[config.mk]
export PLATFORM = sky130hd
export DESIGN_NAME = csi_pckthandler_vc_flat
export DESIGN_NICKNAME = d
export VERILOG_FILES = /design/src/rtl/csi_pckthandler_vc_if.sv /design/src/rtl/csi_pckthandler_vc.sv /design/src/flat_wrapper.sv
export SDC_FILE = /design/constraint.sdc
export NUM_CORES = 1
export LEC_CHECK = 0
export ABC_AREA = 1
export ABC_CLOCK_PERIOD_IN_PS = 2100
export CORE_ASPECT_RATIO = 0.9
export CORE_UTILIZATION = 25
export CTS_CLUSTER_DIAMETER = 80
export DETAILED_ROUTE_END_ITERATION = 10
export PLACE_DENSITY = 0.53
export SLEW_MARGIN = 10
export SYNTH_ARGS = -nofsm -noshare
export SYNTH_HDL_FRONTEND = slang
export SYNTH_SLANG_ARGS = --single-unit
export TNS_END_PERCENT = 30
[constraint.sdc]
create_clock -name rxbyteclkhs -period 2.1 [get_ports rxbyteclkhs]
set_clock_uncertainty 0.05 [all_clocks]
set_input_delay 0.21 -clock rxbyteclkhs [delete_from_list [all_inputs] [get_ports rxbyteclkhs]]
set_output_delay 0.21 -clock rxbyteclkhs [all_outputs]
set_load 0.01 [all_outputs]
[src/rtl/csi_pckthandler_vc_if.sv]
// Stream bundle between the lane/ECC front end and the CSI-2 packet handler.
// The master side drives the merged beats and headers; the slave side returns pixel payload and status.
interface csi_pckthandler_vc_if #(
    parameter int DATA_STREAM_WIDTH = 16,
    parameter int PH_STREAM_WIDTH   = 24,
    parameter int LINE_CNT_WIDTH    = 12,
    parameter int FRAME_CNT_WIDTH   = 16
);
    localparam int BYTES = DATA_STREAM_WIDTH / 8;

    logic [DATA_STREAM_WIDTH-1:0] data_stream;
    logic [PH_STREAM_WIDTH-1:0]   ph_stream;
    logic                         ph_select;
    logic                         valid_stream;
    logic                         ecc_error;

    logic [DATA_STREAM_WIDTH-1:0] out_stream;
    logic [BYTES-1:0]             out_byte_en;
    logic                         frame_active;
    logic                         frame_valid;
    logic                         sol;
    logic                         eol;
    logic [LINE_CNT_WIDTH-1:0]    line_count;
    logic [FRAME_CNT_WIDTH-1:0]   frame_count;
    logic                         err_ecc;
    logic                         err_trunc;

    modport master (
        output data_stream, ph_stream, ph_select, valid_stream, ecc_error,
        input  out_stream, out_byte_en, frame_active, frame_valid, sol, eol,
               line_count, frame_count, err_ecc, err_trunc
    );

    modport slave (
        input  data_stream, ph_stream, ph_select, valid_stream, ecc_error,
        output out_stream, out_byte_en, frame_active, frame_valid, sol, eol,
               line_count, frame_count, err_ecc, err_trunc
    );
endinterface

[src/rtl/csi_pckthandler_vc.sv]
// CSI-2 packet handler: virtual channel / data type filter with frame and line tracking.
// Payload is re-registered with byte enables covering a word count that is not a multiple of the beat width.
module csi_pckthandler_vc #(
    parameter int         DATA_STREAM_WIDTH = 16,
    parameter int         PH_STREAM_WIDTH   = 24,
    parameter logic [5:0] PX_DATA_TYPE      = 6'h2B,
    parameter logic [1:0] VC_SEL            = 2'd0,
    parameter int         LINE_CNT_WIDTH    = 12,
    parameter int         FRAME_CNT_WIDTH   = 16
) (
    input logic               rxbyteclkhs,
    input logic               reset,
    csi_pckthandler_vc_if.slave bus
);
    localparam int          BYTES    = DATA_STREAM_WIDTH / 8;
    localparam logic [15:0] BYTES_WC = 16'(BYTES);
    localparam logic [5:0]  DT_FS    = 6'h00;
    localparam logic [5:0]  DT_FE    = 6'h01;

    typedef enum logic [1:0] {
        PH_DECODE = 2'd0,
        REC_DATA  = 2'd1,
        WAIT_EOT  = 2'd2
    } state_t;

    state_t                       state_reg, state_next;
    logic [15:0]                  remaining_reg, remaining_next;
    logic                         first_beat_reg, first_beat_next;
    logic [DATA_STREAM_WIDTH-1:0] out_stream_reg, out_stream_next;
    logic [BYTES-1:0]             out_byte_en_reg, out_byte_en_next;
    logic                         frame_valid_reg, frame_valid_next;
    logic                         sol_reg, sol_next;
    logic                         eol_reg, eol_next;
    logic                         frame_active_reg, frame_active_next;
    logic [LINE_CNT_WIDTH-1:0]    line_count_reg, line_count_next;
    logic [FRAME_CNT_WIDTH-1:0]   frame_count_reg, frame_count_next;
    logic                         err_ecc_reg, err_ecc_next;
    logic                         err_trunc_reg, err_trunc_next;

    logic [15:0] ph_wc;
    logic [1:0]  ph_vc;
    logic [5:0]  ph_dt;
    logic        hdr_valid;
    logic        hdr_accept;
    logic        last_beat;
    logic [BYTES-1:0] beat_byte_en;

    assign ph_wc      = bus.ph_stream[23:8];
    assign ph_vc      = bus.ph_stream[7:6];
    assign ph_dt      = bus.ph_stream[5:0];
    assign hdr_valid  = bus.valid_stream & bus.ph_select;
    assign hdr_accept = hdr_valid & ~bus.ecc_error & (ph_vc == VC_SEL);
    assign last_beat  = (remaining_reg <= BYTES_WC);

    // Byte gi is valid while more than gi bytes of the word count are outstanding.
    generate
        for (genvar gi = 0; gi < BYTES; gi++) begin : g_byte_en
            assign beat_byte_en[gi] = (remaining_reg > 16'(gi));
        end
    endgenerate

    always_comb begin
        state_next        = state_reg;
        remaining_next    = remaining_reg;
        first_beat_next   = first_beat_reg;
        out_stream_next   = '0;
        out_byte_en_next  = '0;
        frame_valid_next  = 1'b0;
        sol_next          = 1'b0;
        eol_next          = 1'b0;
        frame_active_next = frame_active_reg;
        line_count_next   = line_count_reg;
        frame_count_next  = frame_count_reg;
        err_ecc_next      = 1'b0;
        err_trunc_next    = 1'b0;

        case (state_reg)
            PH_DECODE: begin
                if (hdr_valid && bus.ecc_error) begin
                    err_ecc_next = 1'b1;
                    state_next   = WAIT_EOT;
                end else if (hdr_accept) begin
                    if (ph_dt == DT_FS) begin
                        frame_active_next = 1'b1;
                        line_count_next   = '0;
                    end else if (ph_dt == DT_FE) begin
                        if (frame_active_reg) begin
                            frame_active_next = 1'b0;
                            frame_count_next  = frame_count_reg + FRAME_CNT_WIDTH'(1);
                        end
                    end else if (ph_dt == PX_DATA_TYPE && frame_active_reg && ph_wc != 16'd0) begin
                        remaining_next  = ph_wc;
                        first_beat_next = 1'b1;
                        state_next      = REC_DATA;
                    end else begin
                        state_next = WAIT_EOT;
                    end
                end else if (bus.valid_stream) begin
                    // Foreign VC headers and stray payload are both skipped until EoT.
                    state_next = WAIT_EOT;
                end
            end

            REC_DATA: begin
                if (bus.valid_stream) begin
                    out_stream_next  = bus.data_stream;
                    out_byte_en_next = beat_byte_en;
                    frame_valid_next = 1'b1;
                    sol_next         = first_beat_reg;
                    first_beat_next  = 1'b0;
                    remaining_next   = last_beat ? 16'd0 : remaining_reg - BYTES_WC;
                    if (last_beat) begin
                        eol_next        = 1'b1;
                        line_count_next = line_count_reg + LINE_CNT_WIDTH'(1);
                        state_next      = WAIT_EOT;
                    end
                end else begin
                    err_trunc_next  = 1'b1;
                    remaining_next  = 16'd0;
                    first_beat_next = 1'b0;
                    state_next      = PH_DECODE;
                end
            end

            WAIT_EOT: begin
                if (!bus.valid_stream) begin
                    state_next = PH_DECODE;
                end
            end

            default: state_next = PH_DECODE;
        endcase
    end

    always_ff @(posedge rxbyteclkhs) begin
        if (reset) begin
            state_reg        <= PH_DECODE;
            remaining_reg    <= '0;
            first_beat_reg   <= 1'b0;
            out_stream_reg   <= '0;
            out_byte_en_reg  <= '0;
            frame_valid_reg  <= 1'b0;
            sol_reg          <= 1'b0;
            eol_reg          <= 1'b0;
            frame_active_reg <= 1'b0;
            line_count_reg   <= '0;
            frame_count_reg  <= '0;
            err_ecc_reg      <= 1'b0;
            err_trunc_reg    <= 1'b0;
        end else begin
            state_reg        <= state_next;
            remaining_reg    <= remaining_next;
            first_beat_reg   <= first_beat_next;
            out_stream_reg   <= out_stream_next;
            out_byte_en_reg  <= out_byte_en_next;
            frame_valid_reg  <= frame_valid_next;
            sol_reg          <= sol_next;
            eol_reg          <= eol_next;
            frame_active_reg <= frame_active_next;
            line_count_reg   <= line_count_next;
            frame_count_reg  <= frame_count_next;
            err_ecc_reg      <= err_ecc_next;
            err_trunc_reg    <= err_trunc_next;
        end
    end

    assign bus.out_stream   = out_stream_reg;
    assign bus.out_byte_en  = out_byte_en_reg;
    assign bus.frame_valid  = frame_valid_reg;
    assign bus.sol          = sol_reg;
    assign bus.eol          = eol_reg;
    assign bus.frame_active = frame_active_reg;
    assign bus.line_count   = line_count_reg;
    assign bus.frame_count  = frame_count_reg;
    assign bus.err_ecc      = err_ecc_reg;
    assign bus.err_trunc    = err_trunc_reg;
endmodule

[src/flat_wrapper.sv]
// flat-port wrapper written by rule: the top's interface ports become plain ports
module csi_pckthandler_vc_flat 
#(
    parameter int         DATA_STREAM_WIDTH = 16,
    parameter int         PH_STREAM_WIDTH   = 24,
    parameter logic [5:0] PX_DATA_TYPE      = 6'h2B,
    parameter logic [1:0] VC_SEL            = 2'd0,
    parameter int         LINE_CNT_WIDTH    = 12,
    parameter int         FRAME_CNT_WIDTH   = 16
)
  (rxbyteclkhs, reset, bus_data_stream, bus_ph_stream, bus_ph_select, bus_valid_stream, bus_ecc_error, bus_out_stream, bus_out_byte_en, bus_frame_active, bus_frame_valid, bus_sol, bus_eol, bus_line_count, bus_frame_count, bus_err_ecc, bus_err_trunc);
  csi_pckthandler_vc_if #(.DATA_STREAM_WIDTH(DATA_STREAM_WIDTH), .PH_STREAM_WIDTH(PH_STREAM_WIDTH), .LINE_CNT_WIDTH(LINE_CNT_WIDTH), .FRAME_CNT_WIDTH(FRAME_CNT_WIDTH)) bus_i ();
  input logic rxbyteclkhs;
  input logic reset;
  input wire logic [$bits(bus_i.data_stream)-1:0] bus_data_stream;
  input wire logic [$bits(bus_i.ph_stream)-1:0] bus_ph_stream;
  input wire logic [$bits(bus_i.ph_select)-1:0] bus_ph_select;
  input wire logic [$bits(bus_i.valid_stream)-1:0] bus_valid_stream;
  input wire logic [$bits(bus_i.ecc_error)-1:0] bus_ecc_error;
  output wire logic [$bits(bus_i.out_stream)-1:0] bus_out_stream;
  output wire logic [$bits(bus_i.out_byte_en)-1:0] bus_out_byte_en;
  output wire logic [$bits(bus_i.frame_active)-1:0] bus_frame_active;
  output wire logic [$bits(bus_i.frame_valid)-1:0] bus_frame_valid;
  output wire logic [$bits(bus_i.sol)-1:0] bus_sol;
  output wire logic [$bits(bus_i.eol)-1:0] bus_eol;
  output wire logic [$bits(bus_i.line_count)-1:0] bus_line_count;
  output wire logic [$bits(bus_i.frame_count)-1:0] bus_frame_count;
  output wire logic [$bits(bus_i.err_ecc)-1:0] bus_err_ecc;
  output wire logic [$bits(bus_i.err_trunc)-1:0] bus_err_trunc;
  assign bus_i.data_stream = bus_data_stream;
  assign bus_i.ph_stream = bus_ph_stream;
  assign bus_i.ph_select = bus_ph_select;
  assign bus_i.valid_stream = bus_valid_stream;
  assign bus_i.ecc_error = bus_ecc_error;
  assign bus_out_stream = bus_i.out_stream;
  assign bus_out_byte_en = bus_i.out_byte_en;
  assign bus_frame_active = bus_i.frame_active;
  assign bus_frame_valid = bus_i.frame_valid;
  assign bus_sol = bus_i.sol;
  assign bus_eol = bus_i.eol;
  assign bus_line_count = bus_i.line_count;
  assign bus_frame_count = bus_i.frame_count;
  assign bus_err_ecc = bus_i.err_ecc;
  assign bus_err_trunc = bus_i.err_trunc;
  csi_pckthandler_vc #(.DATA_STREAM_WIDTH(DATA_STREAM_WIDTH), .PH_STREAM_WIDTH(PH_STREAM_WIDTH), .PX_DATA_TYPE(PX_DATA_TYPE), .VC_SEL(VC_SEL), .LINE_CNT_WIDTH(LINE_CNT_WIDTH), .FRAME_CNT_WIDTH(FRAME_CNT_WIDTH)) u_core (.rxbyteclkhs(rxbyteclkhs), .reset(reset), .bus(bus_i));
endmodule
## Word-level counts from Yosys, hierarchy flattened

Cells that the tools add are included.

| word-level totals | value |
|---|---|
| bits in registers | 71 |
| bits of input ports | 45 |
| output and inout port bits | 52 |

| cells by class | value |
|---|---|
| add/sub/neg operators | 3 |
| $lt $le $gt $ge | 3 |
| equality and inequality tests | 17 |
| muxes and demuxes | 36 |
| bitwise operators | 9 |
| reductions and logical operators | 17 |

Operators with widths:

| kind | number |
|---|---|
| 16-bit two-way mux | 7 |
| 12-bit two-way mux | 5 |
| 16-bit by 1-bit > comparator with 1-bit output, second input constant | 2 |
| 16-bit one-hot mux with 2 select lines | 1 |
| 12-bit one-hot mux with 2 select lines | 1 |
| 2-bit two-way mux | 9 |
| 6-bit AND reduction | 3 |
| 16-bit by 1-bit adder with 16-bit output, second input constant | 1 |
| 16-bit by 2-bit less-or-equal comparator with 1-bit output, second input constant | 1 |
| 16-bit nonzero test | 1 |
| 16-bit by 2-bit subtractor with 16-bit output, second input constant | 1 |
| 12-bit by 1-bit adder with 12-bit output, second input constant | 1 |
| 1-bit two-way mux | 11 |
| 2-bit inequality test, second input constant | 5 |
| 2-bit by 1-bit inequality test with 1-bit output, second input constant | 4 |
| 4-bit inequality test, second input constant | 2 |
| 6-bit by 1-bit equality test with 1-bit output, second input constant | 1 |
| 6-bit equality test, second input constant | 1 |
| 6-bit zero test | 1 |
| 1-bit NOT | 6 |
| 2-bit one-hot mux with 3 select lines | 1 |
| 5-bit AND reduction | 1 |
| 2-bit zero test | 2 |
| 4-bit by 2-bit inequality test with 1-bit output, second input constant | 1 |
| 10 further kinds | 16 |

## Logic depth before layout (Yosys ltp)

Gate-level depths: netlist of the first run.

| logic depth | value |
|---|---|
| word-level depth | 9 |
| depth in mapped cells | 11 |
| gate-level depth less buffers | 11 |

## Least setup slack after synthesis of the first run

OpenSTA, ideal clock, no wires.

| path | value |
|---|---|
| path type | register -> register |
| start point | reg u_core.remaining_reg[1] |
| end point | reg u_core.remaining_reg[15] |
| setup time | 117 ps |
| arrival | 1356 ps |
| data required time | 1933 ps |
| slack | 577 ps |
| stages on the path, launching flop included | 10 |
| clock period less this slack | 1523 ps |
| cells stage by stage | dfxtp_1 inv_1 ha_1 nand3_1 nor2_1 nand2_1 nor3_1 nor2_1 a21oi_1 nor2_1 |

| on the way | value |
|---|---|
| word-level cells in the longest chain between the ends | 4 |

RTL lines:

| element | RTL line | source |
|---|---|---|
| from (decl) | csi_pckthandler_vc.sv:27 | `logic [15:0] remaining_reg, remaining_next;` |
| from (signal assigned) | csi_pckthandler_vc.sv:152 | `remaining_reg <= remaining_next;` |
| 16-bit by 2-bit subtractor with 16-bit output or 16-bit by 2-bit less-or-equal comparator with 1-bit output (tied branches) | csi_pckthandler_vc.sv:111, csi_pckthandler_vc.sv:53 |  |
| 16-bit two-way mux * | csi_pckthandler_vc.sv:111 | `remaining_next = last_beat ? 16'd0 : remaining_reg - BYTES_WC;` |
| 16-bit two-way mux * | csi_pckthandler_vc.sv:105 | `if (bus.valid_stream) begin` |
| 16-bit one-hot mux with 2 select lines * | csi_pckthandler_vc.sv:77 | `case (state_reg)` |

Mark *: on every way between the ends. The rest lies on a longest branch, timed or not.
A chain may end at the register's enable or synchronous reset.

## Worst setup path in the final report of the first run

Ends and elaborated chain as after synthesis.

==> impl_metrics.yaml, run 1 <==
critical_path:
  critPathSlowestCell: "dfxtp_1"
  cp-start-kind: "flip-flop"
  worst_path_largest_cell_delay_ns: 0.35
  cp-end-kind: "flip-flop"
  cp_max_fo: 5
  required_ns: 2.27
  path_cells: "inv_1 -> ha_1 -> nand3_1 -> nor2_1 -> nand2_1 -> nor3_1 -> nor2_1 -> a21oi_1 -> nor2_1"
  crit_type: "flip-flop to flip-flop"
  cpMostUsedCell: "nor2_1"
  arrival_ns: 1.98
pwr:
  fin_total_pwr_mw: 2.87
  power_switching_mw: 0.633
  power_density_nw_per_um2: 545
  peakVddDrop_mv: 0.358
  sw_frac_of_total: 0.221
  comb_power_share: 0.067
  p_int_mw: 2.24
  pwr-share-clk: 0.461
  p_leak_nw: 2.13
  p_seq_frac: 0.472
sta:
  worst_pin_slew_ns: 0.434
  fin_setup_tns_ns: 0
  timing.fmax_mhz: 554
  rsz0062_at_grt: "false"
  fin_crit_ns: 1.81
  slew_viol_final: 0
  slew_headroom: 0.710
  fin_ws_ns: 0.294
  finalHoldViolCount: 0
  setup_viol: 0
  min_period_over_period: 0.860
clock_tree:
  cts_root_buf: "clkbuf_16"
  cts_sinks: 71
  cts-hold-fix-buffers: 0
  cts_max_level: 3
  clockBufferDepth: 2
  ctsResizeCount: 0
  tritoncts: "built"
  clk_latency_ns: 0.34
  cts_setup_buffers: 0
  clk_pin_slew_ns: 0.05
  cts_buffers: 9
synthesis:
  synth_seq_cells: 71
  seq_area_frac_synth: 0.366
  yosysWarnings: 0
  synthCells: 608
  synth_nets: 656
  synthFlopType: "dfxtp_1"
  avgSynthCellArea_um2: 6.38
  yosys-top-cells-count: "148 x nand2_1, 134 x nor2_1, 71 x dfxtp_1, 66 x inv_1, 32 x a21oi_1"
  yosys.area.top_type: "dfxtp_1"
  async_flop_share: 0
  ys_types: 29
  syn_area_um2: 3880
  post-synth-top-count-cell: "nand2_1"
  synth.top_cell.area_share: 0.366
  synth_area_leaders: "dfxtp_1 37%, nand2_1 14%, nor2_1 13%, inv_1 6.4%, a21oi_1 4.1%"
  synth-edff-count: 0
finish:
  syn_to_final_growth_pct: 35.7
  nNetsFinal: 753
  drive_gt1_frac: 0.0593
  diodes: 0
grt:
  grt_usage: 0.142
  overflow: 0
  antenna_found_initial: 0
  grt_pass1_wl_um: 17900
  grt_max_degree: 26
  grt_pass1_vias: 3694
floorplanning:
  boundaryPins: 97
  die_y_um: 120
  num_rows: 42
  core_um2: 14900
  dieArea_um2: 16000
  die_w_um: 133
  start_util: 0.260
routing:
  vias: 3979
  dr.pass1.iters: 5
  route.antenna.remaining_nets: 0
  vias_per_cell: 4.39
  drc: 0
  wl_um: 10800
  drt_iter0_markers: 278
  wl_per_cell_um: 12.0
min_path:
  hp-class: "input pin to flip-flop"
flow_run:
  cap_violations: 0
place:
  hpwlAfterDp_um: 8040
  port_buffers: 96
  place_congestion: 0.822
  pre_cts_ws_ns: 0.0622
run_status:
  outcome: "finished, final reports clean"
## placed cells by master (no fill, tap or decap), types with 9 or more instances in the layout
master,count
clkdlybuf4s50_1,96
nand4_1,9
nand2_1,148
dfxtp_1,71
xor2_1,13
nand3_1,31
inv_1,66
a21oi_1,32
nor3_1,18
clkbuf_16,9
nor2_1,134
o21ai_0,31
## path summary, 6_finish.rpt
check,end,slack [ns],cells past startpoint,from
hold / removal,u_core.bus.out_stream[11],0.35,3,bus_data_stream[11]
setup / recovery,u_core.remaining_reg[15],0.29,9,u_core.remaining_reg[1]
setup reg to reg,u_core.remaining_reg[15],0.29,9,u_core.remaining_reg[1]
hold reg to reg,u_core.bus.sol,0.40,2,u_core.first_beat_reg
## layout make-up
type	count	area (µm²)
clock buffer	12	236
clock inverter	2	10.0
fill	1624	9660
tap	198	248
multi-input combinational	449	2070
inverter	71	267
sequential	71	1420
timing repair buffer	103	1010
## critical path: cells and delay by family, from the launching register on
kind | cells | cell delay (ns)
AO/OA/AOI/OAI | 1 | 0.13
adder cells (fa/ha/maj) | 1 | 0.23
buffers and inverters | 1 | 0.10
flip-flops | 1 | 0.35
AND/OR/NAND/NOR | 6 | 0.84
## through the flow
| stage | instance area (µm²) | utilization | hold slack (ns) | std cells |
|---|---|---|---|---|
| final | 5270 | 0.353 | 0.347 | 906 |
| after global routing | 5270 | 0.353 | 0.350 | 906 |
| after CTS | 5270 | 0.353 | 0.333 | 906 |
| after detailed placement | 5020 | 0.336 | 0.387 | 892 |
| after global placement | 5020 | 0.336 | 0.392 | 892 |
| after floorplan | 3880 | - | 0.272 | 608 |
## power by group through the flow
stage	Clock [mW]	Sequential (mW)	Combinational (mW)
after global routing	1.44	1.35	0.216
after global placement	0	1.38	0.193
final	1.32	1.35	0.193
after floorplan	0	1.38	0.0814
after CTS	1.37	1.35	0.194
after detailed placement	0	1.38	0.193
## logic make-up after synthesis
family,after synthesis,share of synthesized area
AOI/OAI and AO/OA,68,0.0909
xor gates and xnor gates,16,0.0361
adders and majority gates,3,0.00968
buffers and inverters,88,0.100
DFF,71,0.366
and+or+nand+nor,362,0.397
## layer usage
metal  GRT usage  vias to the layer above  part of all wire
li1            -                     2096                 -
met1       0.190                     1776              0.49
met2       0.219                       94              0.44
met3      0.0310                       13             0.050
met4      0.0618                        0             0.017
met5           0                        -                 0
Power figures use the tool's default switching activity.
==> run 2, diff against run 1 <==
REMOVE_ABC_BUFFERS = 1   (was unset)
==> run 2 against run 1 <==
Cell area rose by 2.3%; register-to-register slack got worse by 0.02 ns; die area unchanged; power increased by 12%; critical endpoint unchanged; highest routed layer unchanged.
==> impl_metrics.yaml, run 2 (synthesis results as in run 1) <==
run_status:
  outcome: "finished, final reports clean"
min_path:
  hp-class: "input pin to flip-flop"
critical_path:
  required_ns: 2.27
  crit_type: "flip-flop to flip-flop"
  cp-end-kind: "flip-flop"
  arrival_ns: 2.00
  cp-start-kind: "flip-flop"
  cp_max_fo: 5
place:
  pre_cts_ws_ns: -0.0225
  place_congestion: 0.869
  dpl_cell_area_um2: 5060
  port_buffers: 96
  dp_cells: 898
  hpwlAfterDp_um: 8250
clock_tree:
  clk_latency_ns: 0.33
  tritoncts: "built"
  cts-hold-fix-buffers: 0
  clockBufferDepth: 2
  cts_buffers: 9
  cts_root_buf: "clkbuf_16"
  ctsResizeCount: 0
  cts_max_level: 3
  clk_pin_slew_ns: 0.06
  cts_setup_buffers: 0
  cts_sinks: 71
finish:
  drive_gt1_frac: 0.0726
  syn_to_final_growth_pct: 38.9
  layout_common_cells: "148 x nand2_1, 134 x nor2_1, 96 x clkdlybuf4s50_1"
  final_cells: 914
  final_common_cell: "nand2_1"
  diodes: 0
  nNetsFinal: 759
  final_area_um2: 5390
  n_fill_cell: 1605
routing:
  vias: 4064
  dr_wl_met3_um: 1000
  wl_met1_um: 5270
  top_layer_used: "met4"
  wl_per_cell_um: 12.0
  vias_per_cell: 4.45
  drt_iter0_markers: 209
  route.antenna.remaining_nets: 0
  routed-wl-met2_um: 4580
  drc: 0
  dr.pass1.iters: 4
  wl_um: 11000
floorplanning:
  die_y_um: 120
  boundaryPins: 97
  num_rows: 42
  core_um2: 14900
  dieArea_um2: 16000
  start_util: 0.260
  die_w_um: 133
grt:
  grt_pass1_vias: 3736
  overflow: 0
  grt_pass1_wl_um: 18400
  grt_usage: 0.144
  antenna_found_initial: 0
  grt_max_degree: 26
pwr:
  peakVddDrop_mv: 0.430
  p_leak_nw: 2.19
  fin_total_pwr_mw: 3.22
  power_density_nw_per_um2: 597
sta:
  timing.hold.ws_ns: 0.347
  setup_viol: 0
  rsz0062_at_grt: "false"
  slew_viol_final: 0
  min_period_over_period: 0.870
  finalHoldViolCount: 0
  slew_headroom: 0.677
  fin_ws_ns: 0.272
  fin_crit_ns: 1.83
  timing.fmax_mhz: 547
  worst_pin_slew_ns: 0.481
flow_run:
  cap_violations: 0
[run 2: path summary, 6_finish.rpt]
check / from / endpoint / slack [ns] / depth (start not counted)
max reg2reg: u_core.remaining_reg[1] / u_core.remaining_reg[15] / 0.27 / 9
min reg2reg: u_core.remaining_reg[0] / u_core.remaining_reg[0] / 0.41 / 2
min: bus_data_stream[4] / u_core.bus.out_stream[4] / 0.35 / 3
max: u_core.remaining_reg[1] / u_core.remaining_reg[15] / 0.27 / 9
[run 2: routing by layer]
| metal | global-route usage | vias up |
|---|---|---|
| met4 | 0.0447 | 0 |
| met5 | 0 | - |
| met1 | 0.191 | 1807 |
| li1 | - | 2113 |
| met2 | 0.210 | 132 |
| met3 | 0.0583 | 12 |
[run 2: area by class of cell]
| type | count | area (µm²) | area share |
|---|---|---|---|
| clock buffer | 11 | 243 | 0.0451 |
| tap | 198 | 248 | 0.0460 |
| clock inverter | 5 | 81.3 | 0.0151 |
| inverter | 71 | 267 | 0.0495 |
| timing repair buffer | 109 | 1060 | 0.196 |
| multi-input combinational | 449 | 2070 | 0.384 |
| sequential | 71 | 1420 | 0.264 |
[run 2: power by group]
group          internal (mW)  switching [mW]
registers               1.35         0.00297
logic                  0.104          0.0924
clock network           1.07           0.596
[run 2: stage by stage]
step | TNS (ns) | util
global placement | 0 | 0.339
floorplan | 0 | -
CTS | 0 | 0.361
detailed placement | -0.104 | 0.339
finish | 0 | 0.361
global route | 0 | 0.361
[run 2: worst max-delay path, cell delays in order (launching register included)]
cell	delay [ns]
dfxtp_1	0.33
inv_1	0.09
ha_1	0.22
nand3_1	0.13
nor2_1	0.32
nand2_1	0.15
nor3_1	0.17
nor2_1	0.06
a21oi_1	0.12
nor2_1	0.05
